--- src/rtl/argmax_accumulator.sv ---
// rtl/argmax_accumulator.sv - folds per-chunk (max, argmax) results into a global argmax; optional macro ARGMAX_ACCUMULATOR_EARLY_LAST_EN adds in_last
module argmax_accumulator #(
    parameter int WIDTH      = 8,
    parameter int N          = 8,
    parameter int NUM_CHUNKS = 16,
    localparam int LANE_W    = (N > 1) ? $clog2(N) : 1,
    localparam int IDX_W     = (N * NUM_CHUNKS > 1) ? $clog2(N * NUM_CHUNKS) : 1,
    localparam int CNT_W     = (NUM_CHUNKS > 1) ? $clog2(NUM_CHUNKS) : 1
) (
    input  logic                    clk,
    input  logic                    rst_n,
    input  logic                    in_valid,
    output logic                    in_ready,
    input  logic signed [WIDTH-1:0] in_max,
    input  logic [LANE_W-1:0]       in_argmax,
`ifdef ARGMAX_ACCUMULATOR_EARLY_LAST_EN
    input  logic                    in_last,
`endif
    output logic                    out_valid,
    input  logic                    out_ready,
    output logic signed [WIDTH-1:0] out_max,
    output logic [IDX_W-1:0]        out_argmax
);

    typedef enum logic {ACCUM, DONE} state_t;

    state_t                  state;
    logic [CNT_W-1:0]        chunk_cnt;
    logic signed [WIDTH-1:0] run_max;
    logic [IDX_W-1:0]        run_idx;

    logic [IDX_W-1:0]        cand_idx;
    logic                    take;
    logic                    is_last;
    logic signed [WIDTH-1:0] win_max;
    logic [IDX_W-1:0]        win_idx;

    // Candidate from the incoming chunk; strict compare keeps the earlier (lower) index on ties.
    always_comb begin
        cand_idx = IDX_W'(chunk_cnt) * IDX_W'(N) + IDX_W'(in_argmax);
        take     = (chunk_cnt == CNT_W'(0)) || (in_max > run_max);
        win_max  = take ? in_max : run_max;
        win_idx  = take ? cand_idx : run_idx;
`ifdef ARGMAX_ACCUMULATOR_EARLY_LAST_EN
        is_last  = (chunk_cnt == CNT_W'(NUM_CHUNKS - 1)) || in_last;
`else
        is_last  = (chunk_cnt == CNT_W'(NUM_CHUNKS - 1));
`endif
    end

    // Accumulate chunks in ACCUM, hold the registered result in DONE until it is taken.
    always_ff @(posedge clk) begin
        if (!rst_n) begin
            state      <= ACCUM;
            in_ready   <= 1'b1;
            out_valid  <= 1'b0;
            chunk_cnt  <= '0;
            run_max    <= '0;
            run_idx    <= '0;
            out_max    <= '0;
            out_argmax <= '0;
        end else if (state == ACCUM) begin
            if (in_valid) begin
                run_max <= win_max;
                run_idx <= win_idx;
                if (is_last) begin
                    out_max    <= win_max;
                    out_argmax <= win_idx;
                    chunk_cnt  <= '0;
                    state      <= DONE;
                    in_ready   <= 1'b0;
                    out_valid  <= 1'b1;
                end else begin
                    chunk_cnt <= chunk_cnt + CNT_W'(1);
                end
            end
        end else begin
            if (out_ready) begin
                state     <= ACCUM;
                in_ready  <= 1'b1;
                out_valid <= 1'b0;
            end
        end
    end

endmodule

--- config.mk ---
export PLATFORM = sky130hd
export DESIGN_NAME = argmax_accumulator
export DESIGN_NICKNAME = d
export VERILOG_FILES = /design/src/rtl/argmax_accumulator.sv
export SDC_FILE = /design/constraint.sdc
export NUM_CORES = 1
export LEC_CHECK = 0
export CAP_MARGIN = 20
export CORE_MARGIN = 2
export CORE_UTILIZATION = 55
export CTS_BUF_LIST = sky130_fd_sc_hd__clkbuf_8
export DETAILED_ROUTE_END_ITERATION = 12
export GPL_TIMING_DRIVEN = 0
export PLACE_DENSITY = 0.85
export SLEW_MARGIN = 20
export SYNTH_ARGS = -nofsm -noshare
export SYNTH_HDL_FRONTEND = slang
export SYNTH_SLANG_ARGS = --single-unit
--- constraint.sdc ---
create_clock -name clk -period 2.5 [get_ports clk]
set_clock_uncertainty 0.1 [all_clocks]
set_input_delay 0.375 -clock clk [delete_from_list [all_inputs] [get_ports clk]]
set_output_delay 0.375 -clock clk [all_outputs]
set_load 0.02 [all_outputs]
# After elaboration in Yosys (flattened, before gate mapping)

Index checks and enable logic that the tools add are counted.

Register bits: 37
Input bits: 15
Output and inout bits: 17
Logic and storage cells: 36

$add $sub $neg: 2
Order comparisons: 1
Equal/unequal tests: 2
Mux-type cells: 15
Bitwise operators: 1
Reduce and logical (&&, ||, !) cells: 7

Operators by type and width:

| operator              | count |
|---|---|
| $mux W1               | 12 |
| $gt A8 B8 Y1          | 1 |
| $mux W8               | 1 |
| $add A7 B3 Y7         | 1 |
| $mux W7               | 1 |
| $reduce_and A3 Y1     | 2 |
| $add A4 B1 Y4 const B | 1 |
| $eq A4 B4 Y1 const B  | 1 |
| $logic_not A4 Y1      | 1 |
| $mux W4               | 1 |
| $reduce_bool A2 Y1    | 2 |
| $ne A2 B2 Y1 const B  | 1 |
| $reduce_and A2 Y1     | 1 |
| $logic_or A1 B1 Y1    | 1 |
| $not A1 Y1            | 1 |

# Longest topological paths before layout

Depth in word-level cells: 4
Depth in mapped cells: 9

# Least setup slack after synthesis

OpenSTA, ideal clock, no wires.

Kind: input to register
From: input in_max[1]
To: register out_max[0]
Arrival time: 1.784 ns
Slack: 0.492 ns
Stages on the path: 8
Cells stage by stage: ha_1 > nor2b_1 > o211a_1 > o21ai_4 > and2_1 > buf_2 > buf_6 > o211ai_2

Cells in the longest elaborated chain, start to end: 3

Ends and longest elaborated chain:

| what                 | RTL line | text |
|---|---|---|
| start, declared      | 14       | `input logic signed [WIDTH-1:0] in_max,` |
| $gt A8 B8 Y1         | 41       | `take = (chunk_cnt == CNT_W'(0)) \|\| (in_max > run_max);` |
| $logic_or A1 B1 Y1   | 41       |  |
| $mux W8              | 42       | `win_max = take ? in_max : run_max;` |
| end signal, assigned | 67       | `out_max <= win_max;` |
| end, declared        | 21       | `output logic signed [WIDTH-1:0] out_max,` |

No other way between the ends.
A chain may end at the register's enable or synchronous reset.

# Worst setup path after layout

From: input in_max[1]
To: register out_max[6]

Same word-level chain as after synthesis.

==> Flow_metrics.wiki <==
{| class="wikitable"
! Metric !! Value
|-
| Worst R2R Path Depth || 9
|-
| Final critical delay including setup and external delays || 2.38 ns
|-
| Floorplan die area || about 4100 sq um
|-
| Cell leakage power || between 1 and 1.5 nW
|-
| Post-route ant nets || 0
|-
| R2r endpoint || out_max[6]
|-
| Worst slew slack as a fraction of its limit || 69.0%
|-
| Fraction of the yosys area taken by sequential cells || a little under two fifths
|-
| Worst min-delay path category || input pin to register
|-
| Final routed wire length divided by cell count || between 10 and 15 microns
|-
| Maximum number of pins on one net before global-route repair || 12
|-
| Area inside the core boundary || around 3400 sq um
|-
| Largest cells by area after synthesis || sky130_fd_sc_hd__dfxtp_1 37%, sky130_fd_sc_hd__nand2_1 12%, sky130_fd_sc_hd__mux2i_1 6.5%
|-
| Worst Hold End || chunk_cnt[1]
|-
| Cell type group with the largest total delay on the critical path || buffers and inverters
|-
| Final design utilization || between 70% and 80%
|-
| Final RePlAce weighted congestion || about 0.79
|-
| Routed Wire Length || between 4000 and 5000 microns
|-
| Total of max-cap violations || 0
|-
| Share of power burned in combinational logic || between 10% and 20%
|-
| Post-synth design cell area || between 1500 and 2000 sq um
|-
| Area of all placed cells without fillers || about 2500 sq um
|-
| Chip height || 64.2 microns
|-
| H-tree level count || 2
|-
| Slew Limit Fails || 0
|-
| Number of hold violations in the final report || 0
|-
| R2R Path Start || run_max[1]
|-
| Total clock buffers created by CTS || 5
|-
| Starting DRT DRC Count || between 50 and 60
|-
| Maximum VDD drop || between 0.3 and 0.4 mV
|-
| Area growth from synthesis to final layout || 23.9%
|-
| Clock-pin transition on the worst setup and hold timing paths || 0.07 ns
|-
| Effective utilization at floorplan || between 50% and 60%
|-
| Share of layout cells above drive strength 1 || a little over an eighth
|-
| Buffers from clock root to sink, at most || 2
|-
| Fraction of registers with async set or reset after synthesis || 0%
|-
| Cell type with the highest aggregate area in the netlist || sky130_fd_sc_hd__dfxtp_1
|-
| Setup TNS || 0 ns
|-
| Global-route wire length before repair || about 7400 microns
|-
| Detailed-route DRC error count || 0
|-
| Detail-routed via count per cell || roughly 5.3
|-
| Total cell area at the placement stage || 2350 sq um
|-
| Crit path capture type || register
|-
| Post-synthesis area per instance || between 8 and 9 sq um
|-
| Worst-Margin Slew || about 0.47 ns
|-
| Share of the synthesized area in the top cell type || 37.2%
|-
| Switching component of the power || roughly 0.35 mW
|-
| Largest stage delay on the critical path || 0.47 ns
|-
| Library cell with the highest instance count after synthesis || sky130_fd_sc_hd__nand2_1
|-
| Number of antenna repair diodes || 0
|-
| Cts-stage hold buffer count || 0
|-
| Congestion Overflow GR || 0
|-
| Critical-path maximum fanout || 10
|-
| Unrepaired setup endpoints after global routing || false
|-
| Final Total Pwr || ~1.3 mW
|-
| Number of enable flip-flop cells after synthesis || 0
|-
| Library cell contributing the largest single delay on the critical path || sky130_fd_sc_hd__clkdlybuf4s50_1
|-
| Commonest register cell after synthesis || sky130_fd_sc_hd__dfxtp_1
|-
| Nets || 299
|-
| Number of clock sinks seen by CTS || 37
|-
| Run status || finished, final reports clean
|-
| Fraction of power consumed by the clock network || a little over a third
|-
| Clock latency of the later-clocked register in the worst-skew pair || between 0.2 and 0.3 ns
|-
| Hold Path Cell Cnt || 3
|-
| F_max || ~420 MHz
|-
| Post-Syn Instances || between 200 and 250
|-
| Internal power of the cells || around 0.95 mW
|-
| Number of antenna violations at the first check in global routing || 0
|-
| Number of input and output port buffers inserted || 30
|-
| Worst reg2reg setup slack || approximately 0.3 ns
|-
| Fill cell count || roughly 270
|-
| Hold Startpoint || rst_n
|-
| Number of synthesis warnings || 0
|-
| Relative contribution of sequential cells to total power || between 40% and 50%
|-
| Type of element launching the critical path || input pin
|-
| Worst path required time || between 2 and 3 ns
|-
| Setup-failing EPs final || 0
|-
| Post-Synthesis Net Count || between 200 and 300
|-
| Number of primary I/O pins || 32
|-
| Combined global-route utilization of all metal layers || a little under a quarter
|-
| Hold slack || ~0.34 ns
|-
| Horiz. Die Dim || approximately 64 microns
|-
| Share of total power consumed by net switching || a little over a quarter
|-
| Signal arrival time at the worst endpoint || about 2.5 ns
|-
| Half-perimeter wire length after detailed placement || roughly 3200 microns
|-
| Areal power density over the cells || roughly 530 nW/um^2
|-
| CTS root buf || sky130_fd_sc_hd__clkbuf_8
|-
| Post-synth top cells || 63 x sky130_fd_sc_hd__nand2_1, 37 x sky130_fd_sc_hd__dfxtp_1, 20 x sky130_fd_sc_hd__nand3_1, 15 x sky130_fd_sc_hd__and3_1
|-
| Final worst-path cycle share || around 95%
|-
| Yosys reg bits || 37
|-
| Combined buffer and inverter count along the critical path || 3
|-
| CTS tree || built
|-
| Number of global-route vias before repair || between 1500 and 2000
|-
| Worst setup path category || input pin to register
|-
| Via count of the routed design || 1702
|-
| Number of different library cells in the post-synthesis netlist || 37
|-
| Number of optimization iterations in the first detailed-route pass || 4
|-
| Cell-by-cell trace of the critical path || clkdlybuf4s50_1 > ha_1 > nor2b_1 > o211a_1 > o21ai_4 > and2_1 > buf_2 > buf_6 > o211ai_2
|-
| Standard-cell rows || 21
|}
==> area by class of cell <==
class | instances | area (sq um) | area share, %
Multi-Input combinational cell | 169 | 1110 | 45.0
Clock buffer | 7 | 96.3 | 3.90
Sequential cell | 37 | 741 | 30.0
Inverter | 14 | 52.6 | 2.13
Buffer | 15 | 90.1 | 3.65
Timing Repair Buffer | 32 | 315 | 12.8
Tap cell | 46 | 57.6 | 2.33
Clock inverter | 1 | 5.00 | 0.203
==> sequential cells by signal, indices dropped and copies added, names as in the netlist <==
signal / flops
out_valid: 1
in_ready: 1
out_max: 8
run_max: 8
out_argmax: 7
run_idx: 7
chunk_cnt: 4
state: 1
==> worst reg2reg max path, stage by stage, from the launching register on <==
cell and delay, ns:
sky130_fd_sc_hd__dfxtp_1 0.37, sky130_fd_sc_hd__inv_1 0.05, sky130_fd_sc_hd__ha_1 0.29, sky130_fd_sc_hd__nor2b_1 0.14, sky130_fd_sc_hd__o211a_1 0.23, sky130_fd_sc_hd__o21ai_4 0.30
sky130_fd_sc_hd__and2_1 0.17, sky130_fd_sc_hd__buf_2 0.15, sky130_fd_sc_hd__buf_6 0.17, sky130_fd_sc_hd__o211ai_2 0.10
==> metrics by stage <==
step / std cells / setup WS, ns
after floorplan: 235 / 0.492
final: 321 / 0.116
after CTS: 319 / 0.0829
after detailed placement: 311 / -0.217
after global placement: 311 / -0.154
after global routing: 321 / 0.0139
==> kinds of logic (layout without fill, tap and decap cells) <==
kind of cell	count (synthesis)	in the layout	synth area share, %
muxes	13	13	6.53
AOI/OAI and AO/OA	28	28	14.3
xor gates and xnor gates	3	3	1.32
adders and majority gates	10	10	6.28
buffers and inverters	29	69	7.10
DFF	37	37	37.2
and+or+nand+nor	115	115	27.3
==> how the worst max path moves through the flow <==
stage | from | to | slack (ns) | depth (start not counted)
6_report | in_max[1] | out_max[6] | 0.12 | 9
5_1_grt | in_max[1] | out_max[1] | 0.01 | 9
4_1_cts | in_max[7] | run_max[0] | 0.08 | 8
3_5_place_dp | in_max[7] | run_max[0] | -0.22 | 8
3_3_place_gp | in_max[1] | out_max[1] | -0.15 | 9
2_1_floorplan | in_max[1] | out_max[0] | 0.49 | 8
==> power by group through the flow <==
stage	Clock (mW)	Sequential, mW	Combinational [mW]
finish	0.455	0.626	0.217
global route	0.489	0.628	0.241
CTS	0.460	0.625	0.213
detailed placement	0	0.639	0.211
global placement	0	0.638	0.205
floorplan	0	0.632	0.153
==> metal layers <==
layer	GRT usage, %	routed length [microns]
met5	0	0
met4	7.98	61
met3	4.23	267
met2	37.8	1900
met1	30.2	1900
==> what timing repair did <==
item / in CTS / in global routing
gates resized for setup: 0 / 2
setup endpoints to repair: 0 / 14
setup buffers: 0 / 2
==> layout by cell type, fill, tap and decap left out, types with 2 or more instances in the layout <==
cell and instances:
sky130_fd_sc_hd__a21oi_1 5, sky130_fd_sc_hd__and2_1 2, sky130_fd_sc_hd__and3_1 15, sky130_fd_sc_hd__buf_2 5, sky130_fd_sc_hd__buf_4 4, sky130_fd_sc_hd__clkbuf_1 5
sky130_fd_sc_hd__clkbuf_8 7, sky130_fd_sc_hd__clkdlybuf4s50_1 30, sky130_fd_sc_hd__dfxtp_1 37, sky130_fd_sc_hd__ha_1 10, sky130_fd_sc_hd__inv_1 13, sky130_fd_sc_hd__mux2i_1 13
sky130_fd_sc_hd__nand2_1 63, sky130_fd_sc_hd__nand3_1 20, sky130_fd_sc_hd__nand4_1 2, sky130_fd_sc_hd__nor2_1 5, sky130_fd_sc_hd__nor2b_1 2, sky130_fd_sc_hd__o211ai_1 6
sky130_fd_sc_hd__o211ai_2 8, sky130_fd_sc_hd__xor2_1 2
(Power assumes the default switching activity.)
